File: src/rtl/angle_reducer.sv
// Sequential angle reducer: subtracts 360 once per cycle, then folds into quadrant and 0..89 offset.
// Optional input range check (inputs above 720 flagged with out_err) enabled by macro ANGLE_RANGE_CHECK_EN.
module angle_reducer #(
  parameter int DATA_WIDTH = 64
) (
  input  logic                  clk,
  input  logic                  rst,
  input  logic                  in_valid,
  output logic                  in_ready,
  input  logic [DATA_WIDTH-1:0] in_angle,
  output logic                  out_valid,
  input  logic                  out_ready,
  output logic [DATA_WIDTH-1:0] out_angle,
  output logic [1:0]            out_quad,
  output logic                  out_sin_neg,
  output logic                  out_cos_neg,
  output logic                  out_err
);

  localparam logic [DATA_WIDTH-1:0] DEG90  = DATA_WIDTH'(90);
  localparam logic [DATA_WIDTH-1:0] DEG180 = DATA_WIDTH'(180);
  localparam logic [DATA_WIDTH-1:0] DEG270 = DATA_WIDTH'(270);
  localparam logic [DATA_WIDTH-1:0] DEG360 = DATA_WIDTH'(360);

  typedef enum logic [1:0] {IDLE, REDUCE, FOLD, DONE} state_t;

  state_t                state;
  logic [DATA_WIDTH-1:0] acc;
  logic                  err_pend;
  logic                  too_big;
  logic [1:0]            q_fold;
  logic [DATA_WIDTH-1:0] angle_fold;

  // Quadrant of an angle already below 360, found by threshold compares.
  function automatic logic [1:0] fold_quad(input logic [DATA_WIDTH-1:0] a);
    if (a >= DEG270)      fold_quad = 2'd3;
    else if (a >= DEG180) fold_quad = 2'd2;
    else if (a >= DEG90)  fold_quad = 2'd1;
    else                  fold_quad = 2'd0;
  endfunction

  function automatic logic [DATA_WIDTH-1:0] fold_angle(input logic [DATA_WIDTH-1:0] a,
                                                       input logic [1:0] q);
    case (q)
      2'd3:    fold_angle = a - DEG270;
      2'd2:    fold_angle = a - DEG180;
      2'd1:    fold_angle = a - DEG90;
      default: fold_angle = a;
    endcase
  endfunction

`ifdef ANGLE_RANGE_CHECK_EN
  assign too_big = (in_angle > DATA_WIDTH'(720));
`else
  assign too_big = 1'b0;
`endif

  assign q_fold     = fold_quad(acc);
  assign angle_fold = fold_angle(acc, q_fold);

  always_ff @(posedge clk) begin
    if (rst) begin
      state       <= IDLE;
      in_ready    <= 1'b1;
      out_valid   <= 1'b0;
      acc         <= '0;
      err_pend    <= 1'b0;
      out_angle   <= '0;
      out_quad    <= 2'd0;
      out_sin_neg <= 1'b0;
      out_cos_neg <= 1'b0;
      out_err     <= 1'b0;
    end else begin
      case (state)
        IDLE: begin
          if (in_valid) begin
            acc      <= in_angle;
            err_pend <= too_big;
            in_ready <= 1'b0;
            state    <= REDUCE;
          end
        end
        REDUCE: begin
          // Out-of-range inputs bypass reduction and report zeroed data with the error flag.
          if (err_pend) begin
            out_angle   <= '0;
            out_quad    <= 2'd0;
            out_sin_neg <= 1'b0;
            out_cos_neg <= 1'b0;
            out_err     <= 1'b1;
            out_valid   <= 1'b1;
            state       <= DONE;
          end else if (acc >= DEG360) begin
            acc <= acc - DEG360;
          end else begin
            state <= FOLD;
          end
        end
        FOLD: begin
          out_angle   <= angle_fold;
          out_quad    <= q_fold;
          out_sin_neg <= q_fold[1];
          out_cos_neg <= q_fold[1] ^ q_fold[0];
          out_err     <= 1'b0;
          out_valid   <= 1'b1;
          state       <= DONE;
        end
        DONE: begin
          if (out_ready) begin
            out_valid <= 1'b0;
            in_ready  <= 1'b1;
            state     <= IDLE;
          end
        end
        default: begin
          state    <= IDLE;
          in_ready <= 1'b1;
        end
      endcase
    end
  end

endmodule

File: config.mk
export PLATFORM = sky130hd
export DESIGN_NAME = angle_reducer
export DESIGN_NICKNAME = d
export VERILOG_FILES = /design/src/rtl/angle_reducer.sv
export SDC_FILE = /design/constraint.sdc
export NUM_CORES = 1
export LEC_CHECK = 0
export ABC_AREA = 0
export BUFFER_PORTS_ARGS = -buffer_cell sky130_fd_sc_hd__buf_2
export CAP_MARGIN = 20
export CORE_ASPECT_RATIO = 0.75
export CORE_UTILIZATION = 40
export DETAILED_ROUTE_END_ITERATION = 8
export RECOVER_POWER = 25
export SLEW_MARGIN = 20
export SYNTH_ARGS = -nofsm -noshare
export SYNTH_HDL_FRONTEND = slang
export SYNTH_SLANG_ARGS = --single-unit
File: constraint.sdc
create_clock -name clk -period 5 [get_ports clk]
set_input_delay 0 -clock clk [delete_from_list [all_inputs] [get_ports clk]]
set_output_delay 0 -clock clk [all_outputs]
set_load 0.02 [all_outputs]
# ---- Word level (Yosys, flattened, before mapping)
# Index checks and enable logic that the tools add are counted.
dict set report classes {
  n_bitwise 2
  eq_ne 10
  mux 21
  addsub 4
  reduce_logical 10
  magnitude_cmp 4
}
# operator count
set ops {}
lappend ops {{$mux W64} 3}
lappend ops {{$pmux W64 S3} 1}
lappend ops {{$ge A64 B9 Y1 const B} 2}
lappend ops {{$pmux W64 S2} 1}
lappend ops {{$sub A64 B9 Y64 const B} 2}
lappend ops {{$ge A64 B7 Y1 const B} 1}
lappend ops {{$ge A64 B8 Y1 const B} 1}
lappend ops {{$sub A64 B7 Y64 const B} 1}
lappend ops {{$sub A64 B8 Y64 const B} 1}
lappend ops {{$mux W2} 6}
lappend ops {{$reduce_and A3 Y1} 4}
lappend ops {{$eq A2 B2 Y1 const B} 4}
lappend ops {{$ne A2 B2 Y1 const B} 4}
lappend ops {{$pmux W2 S4} 1}
lappend ops {{$mux W1} 7}
lappend ops {{$reduce_bool A2 Y1} 3}
lappend ops {{$eq A2 B1 Y1 const B} 2}
lappend ops {{$pmux W1 S2} 2}
lappend ops {{$reduce_bool A3 Y1} 1}
lappend ops {{$logic_not A2 Y1} 1}
lappend ops {{$reduce_and A2 Y1} 1}
lappend ops {{$not A1 Y1} 1}
lappend ops {{$xor A1 B1 Y1} 1}
dict set report word_totals {
  out_inout_bits 71
  in_bits 68
  wordCells 60
  ff_bits 137
}

# ---- Longest topological paths before layout
dict set report depth {
  depth_word 7
  ltp_mapped 18
  depth_no_buf 16
}

# ---- Worst setup path before layout
# Ideal clock, no wire load.
dict set report synth_timing {
  path_type {register -> register}
  start {register acc[35]}
  end {register out_angle[62]}
  required_time_ns 4.909
  path_slack_ns 0.521
  arrival_time_ns 4.388
  path_buffers 3
  stages_incl_launch_ff 17
  setup_time_ns 0.091
  period_less_slack_ns 4.479
  path_cell_list {dfxtp_1 > buf_6 > or3_4 > or4_1 > buf_2 > or4b_4 > nor4_1 > or4_1 > nor2_2 > inv_1 > ha_1 > clkbuf_1 > o211ai_1 > a211o_1 > o22ai_1 > or3b_2 > a311oi_1}
}
dict set report synth_between {
  elab_chain_cells 7
  word_cells_on_any_way 14
  classes_between {add/sub (3); order compare (3); eq/ne (3); mux (5)}
}
# item line_no
set synth_lines {}
lappend synth_lines {{start, declared} 28} ;# logic [DATA_WIDTH-1:0] acc;
lappend synth_lines {{start signal, assigned} 77} ;# acc <= in_angle;
lappend synth_lines {{start signal, assigned} 94} ;# acc <= acc - DEG360;
lappend synth_lines {{$ge A64 B7 Y1} 38} ;# else if (a >= DEG90) fold_quad = 2'd1;
lappend synth_lines {{$mux W1} 38}
lappend synth_lines {{$mux W2} 37} ;# else if (a >= DEG180) fold_quad = 2'd2;
lappend synth_lines {{$mux W2 *} 36} ;# if (a >= DEG270) fold_quad = 2'd3;
lappend synth_lines {{named net q_fold[0]} 31} ;# logic [1:0] q_fold;
lappend synth_lines {{$eq A2 B1 Y1 or $eq A2 B2 Y1 (tied branches)} 44} ;# case (q)
lappend synth_lines {{$pmux W64 S3 *} 44}
lappend synth_lines {{$mux W64 *} --}
lappend synth_lines {{end signal, assigned} 100} ;# out_angle <= angle_fold;
lappend synth_lines {{end, declared} 13} ;# output logic [DATA_WIDTH-1:0] out_angle,
# The timed path passes the listed nets; every way through them passes the cells marked *. The select of a mux whose other input is x is not followed.
# A chain may end at the register's enable or synchronous reset.

# ---- Final worst setup path
dict set report layout_timing {
  start {register acc[51]}
  end {register out_angle[62]}
}
# Same word-level chain as after synthesis.

==> flow_metrics.env <==
export IMPL_path_class="flip-flop to flip-flop"
export IMPL_cts_setup_buffers=0
export IMPL_grt_max_degree=78
export IMPL_dr_wl_met3_um=9101
export IMPL_timing_final_hold_violations=0
export IMPL_p_leak_nw=4.664
export IMPL_worst_slew_pin_slew_ns=1.035
export IMPL_p_per_area_nw_per_um2=830.2
export IMPL_worst_ep_required_time_ns=5.36
export IMPL_skew_ns=0.009711
export IMPL_grt_use_total_pct=43.03
export IMPL_syn_area_per_cell_um2=7.009
export IMPL_floorplan_initialDensity_pct=41.49
export IMPL_syn_inst=1383
export IMPL_cap_violations=0
export IMPL_critPathArrivalTime_ns=5.12
export IMPL_root_buffer="clkbuf_16"
export IMPL_clock_fmax_ghz=0.2099
export IMPL_met1_length_um=23700
export IMPL_drt_wl_total_um=54020
export IMPL_layout_drive_gt1_share_pct=16.62
export IMPL_nets=1668
export IMPL_core_um2=23360
export IMPL_vias=12624
export IMPL_wl_per_cell_um=28.50
export IMPL_insertion_delay_ns=0.45
export IMPL_cts_sinks=135
export IMPL_postRouteAntennaNets=0
export IMPL_ys_flop_type="dfxtp_1"
export IMPL_critPathLaunchType="flip-flop"
export IMPL_drtIter0Drc=2135
export IMPL_preCtsSetupSlack_ns=0.1808
export IMPL_post_route_min_period_ns=4.763
export IMPL_outcome="finished clean"
export IMPL_antenna_found_initial=2
export IMPL_top_layer="met4"
export IMPL_place_congestion=1.043
export IMPL_area_growth_syn_to_layout_pct=26.63
export IMPL_ys_types=77
export IMPL_first_pass_iters=7
export IMPL_syn_area_um2=9693
export IMPL_drcViolationCount=0
export IMPL_setup_slack_ns=0.2366
export IMPL_grt_pass1_wl_um=76740
export IMPL_dr_wl_met2_um=20170
export IMPL_io_pins=139
export IMPL_setup_viol=0
export IMPL_synth_edf_count=0
export IMPL_ys_seq_area_share_pct=27.88
export IMPL_cts_tree="yes"
export IMPL_vdd_ir_drop_max_mv=0.7522
export IMPL_die_y_um=136.8
export IMPL_cp_end_kind="flip-flop"
export IMPL_cts_htree_levels=4
export IMPL_max_clock_path_buffers=2
export IMPL_rsz0062_at_grt="false"
export IMPL_clkTransAtPathRegs_ns=0.06
export IMPL_port_buffers=137
export IMPL_grt_pass1_vias=11125
export IMPL_synth_warnings=0
export IMPL_cp_max_fo=8
export IMPL_num_rows=48
export IMPL_async_flop_share_pct=0
export IMPL_drt_vias_per_instance=6.662
export IMPL_drv_slew=0
export IMPL_syn_num_nets=1470
export IMPL_overflow=0
export IMPL_post_route_util_pct=52.54
export IMPL_ys_ff_latch=135
export IMPL_dieArea_um2=24870
export IMPL_slew_headroom_pct=30.37
export IMPL_cts_made_buffers=17
export IMPL_finalCritPeriodShare_pct=95.27
export IMPL_dp_hpwl_um=40270
export IMPL_die_x_um=181.8
export IMPL_fin_tns_setup_ns=0
export IMPL_holdCritPathClass="input pin to flip-flop"
==> power breakdown <==
part	switching [mW]	leakage (nW)	internal, mW	total [mW]
clock	0.559	0.284	0.756	1.31
sequential	0.575	1.10	1.44	2.02
combinational	4.74	3.28	2.12	6.86
total	5.87	4.66	4.32	10.2
==> layer usage <==
metal | track usage (%) | vias to the layer above
met5 | 0 | -
met4 | 10.40 | 0
met3 | 18.71 | 98
met2 | 56.20 | 987
met1 | 62.71 | 5946
li1 | - | 5593
==> timing repair <==
item | in CTS | in global routing
gates resized for setup | 0 | 1
hold endpoints to repair | 54 | 0
endpoints found under the setup margin | 0 | 5
hold buffers | 54 | 0
==> sequential cells by signal, summed over array words and instances, names as in the netlist <==
name	cells
acc	64
in_ready	1
out_angle	64
out_cos_neg	1
out_quad	2
out_valid	1
state	2
==> cells by family (layout without fill, tap and decap cells) <==
logic type	count (synthesis)	in the layout	synth area share, %
flip-flops	135	135	27.88
XOR/XNOR	5	5	0.4518
AO/OA/AOI/OAI	479	479	32.04
adder cells (fa/ha/maj)	19	19	2.453
buffers and inverters	161	372	6.570
other	1	2	0.03869
multiplexers	9	9	0.9294
AND/OR/NAND/NOR	574	574	29.64
==> final timing paths <==
path	slack (ns)	cells after the start	to	startpoint
max	0.24	13	out_angle[62]	acc[51]
max reg2reg	0.24	13	out_angle[62]	acc[51]
min	0.01	4	acc[53]	in_angle[53]
min reg2reg	0.44	2	out_angle[20]	out_angle[20]
==> Yosys cell counts, types with 9 or more instances <==
cell type	number	area share, %
nand2_1	140	5.4
nor4_1	48	3.1
nor2_1	148	5.7
or4_1	19	1.5
and3_1	13	0.84
ha_1	19	2.5
inv_1	33	1.3
nor2b_1	15	0.97
o21ai_0	126	6.5
buf_1	10	0.39
a311oi_1	10	0.90
o2bb2ai_1	14	1.3
nor3_1	65	3.4
a22oi_1	26	2.0
o32ai_1	15	1.4
buf_2	11	0.57
dfxtp_1	135	28
a211oi_1	29	2.2
or3_1	21	1.4
mux2i_1	9	0.93
o211ai_1	10	0.77
a21oi_1	115	5.9
nand3_1	46	2.4
a21o_1	11	0.85
clkbuf_1	99	3.8
o22ai_1	12	0.77
a31oi_1	20	1.3
nand4_1	17	1.1
==> cell type report <==
type | count | area (um2)
tap | 300 | 375.4
clock inverter | 13 | 130.1
antenna | 1 | 2.502
clock buffer | 19 | 452.9
multi-input combinational | 1087 | 6416
sequential | 135 | 2703
fill | 2326 | 11090
inverter | 37 | 138.9
timing repair buffer | 303 | 2056
==> layout by cell type (no fill, tap or decap), drive strengths merged, types with 12 or more instances in the layout <==
master / instances
o32ai: 15
o21ai: 131
nand3: 46
and3: 13
buf: 198
a211oi: 30
a21oi: 115
a31oi: 20
nor2: 149
clkbuf: 70
a22oi: 26
or3: 22
nor2b: 15
dfxtp: 135
ha: 19
o2bb2ai: 14
nor4: 55
inv: 34
nand2: 140
or4: 20
nand4: 17
o22ai: 12
dlygate4sd3: 54
nor3: 66
==> worst max-delay path: stages (launching register included) <==
cell and delay [ns]:
dfxtp_1 0.37, or4_1 0.71, nor3_2 0.36, or4b_4 0.58
nor4_1 0.27, or4_1 0.21, nor2_2 0.08, inv_1 0.08
ha_1 0.36, a31oi_1 0.22, a211o_1 0.32, o22ai_1 0.36
or3b_2 0.48, a311oi_1 0.25
==> stage by stage <==
step | power, mW | cells | hold WS (ns) | instance area, um2
after global routing | 10.53 | 1894 | 0.02551 | 12270
after CTS | 9.797 | 1894 | 0.002778 | 12310
final | 10.19 | 1895 | 0.01094 | 12270
after global placement | 8.474 | 1808 | 0.2340 | 11190
after detailed placement | 8.443 | 1808 | 0.2465 | 11190
after floorplan | 5.601 | 1383 | 0.1439 | 9693
No activity file was read; power rests on OpenSTA's default activity.
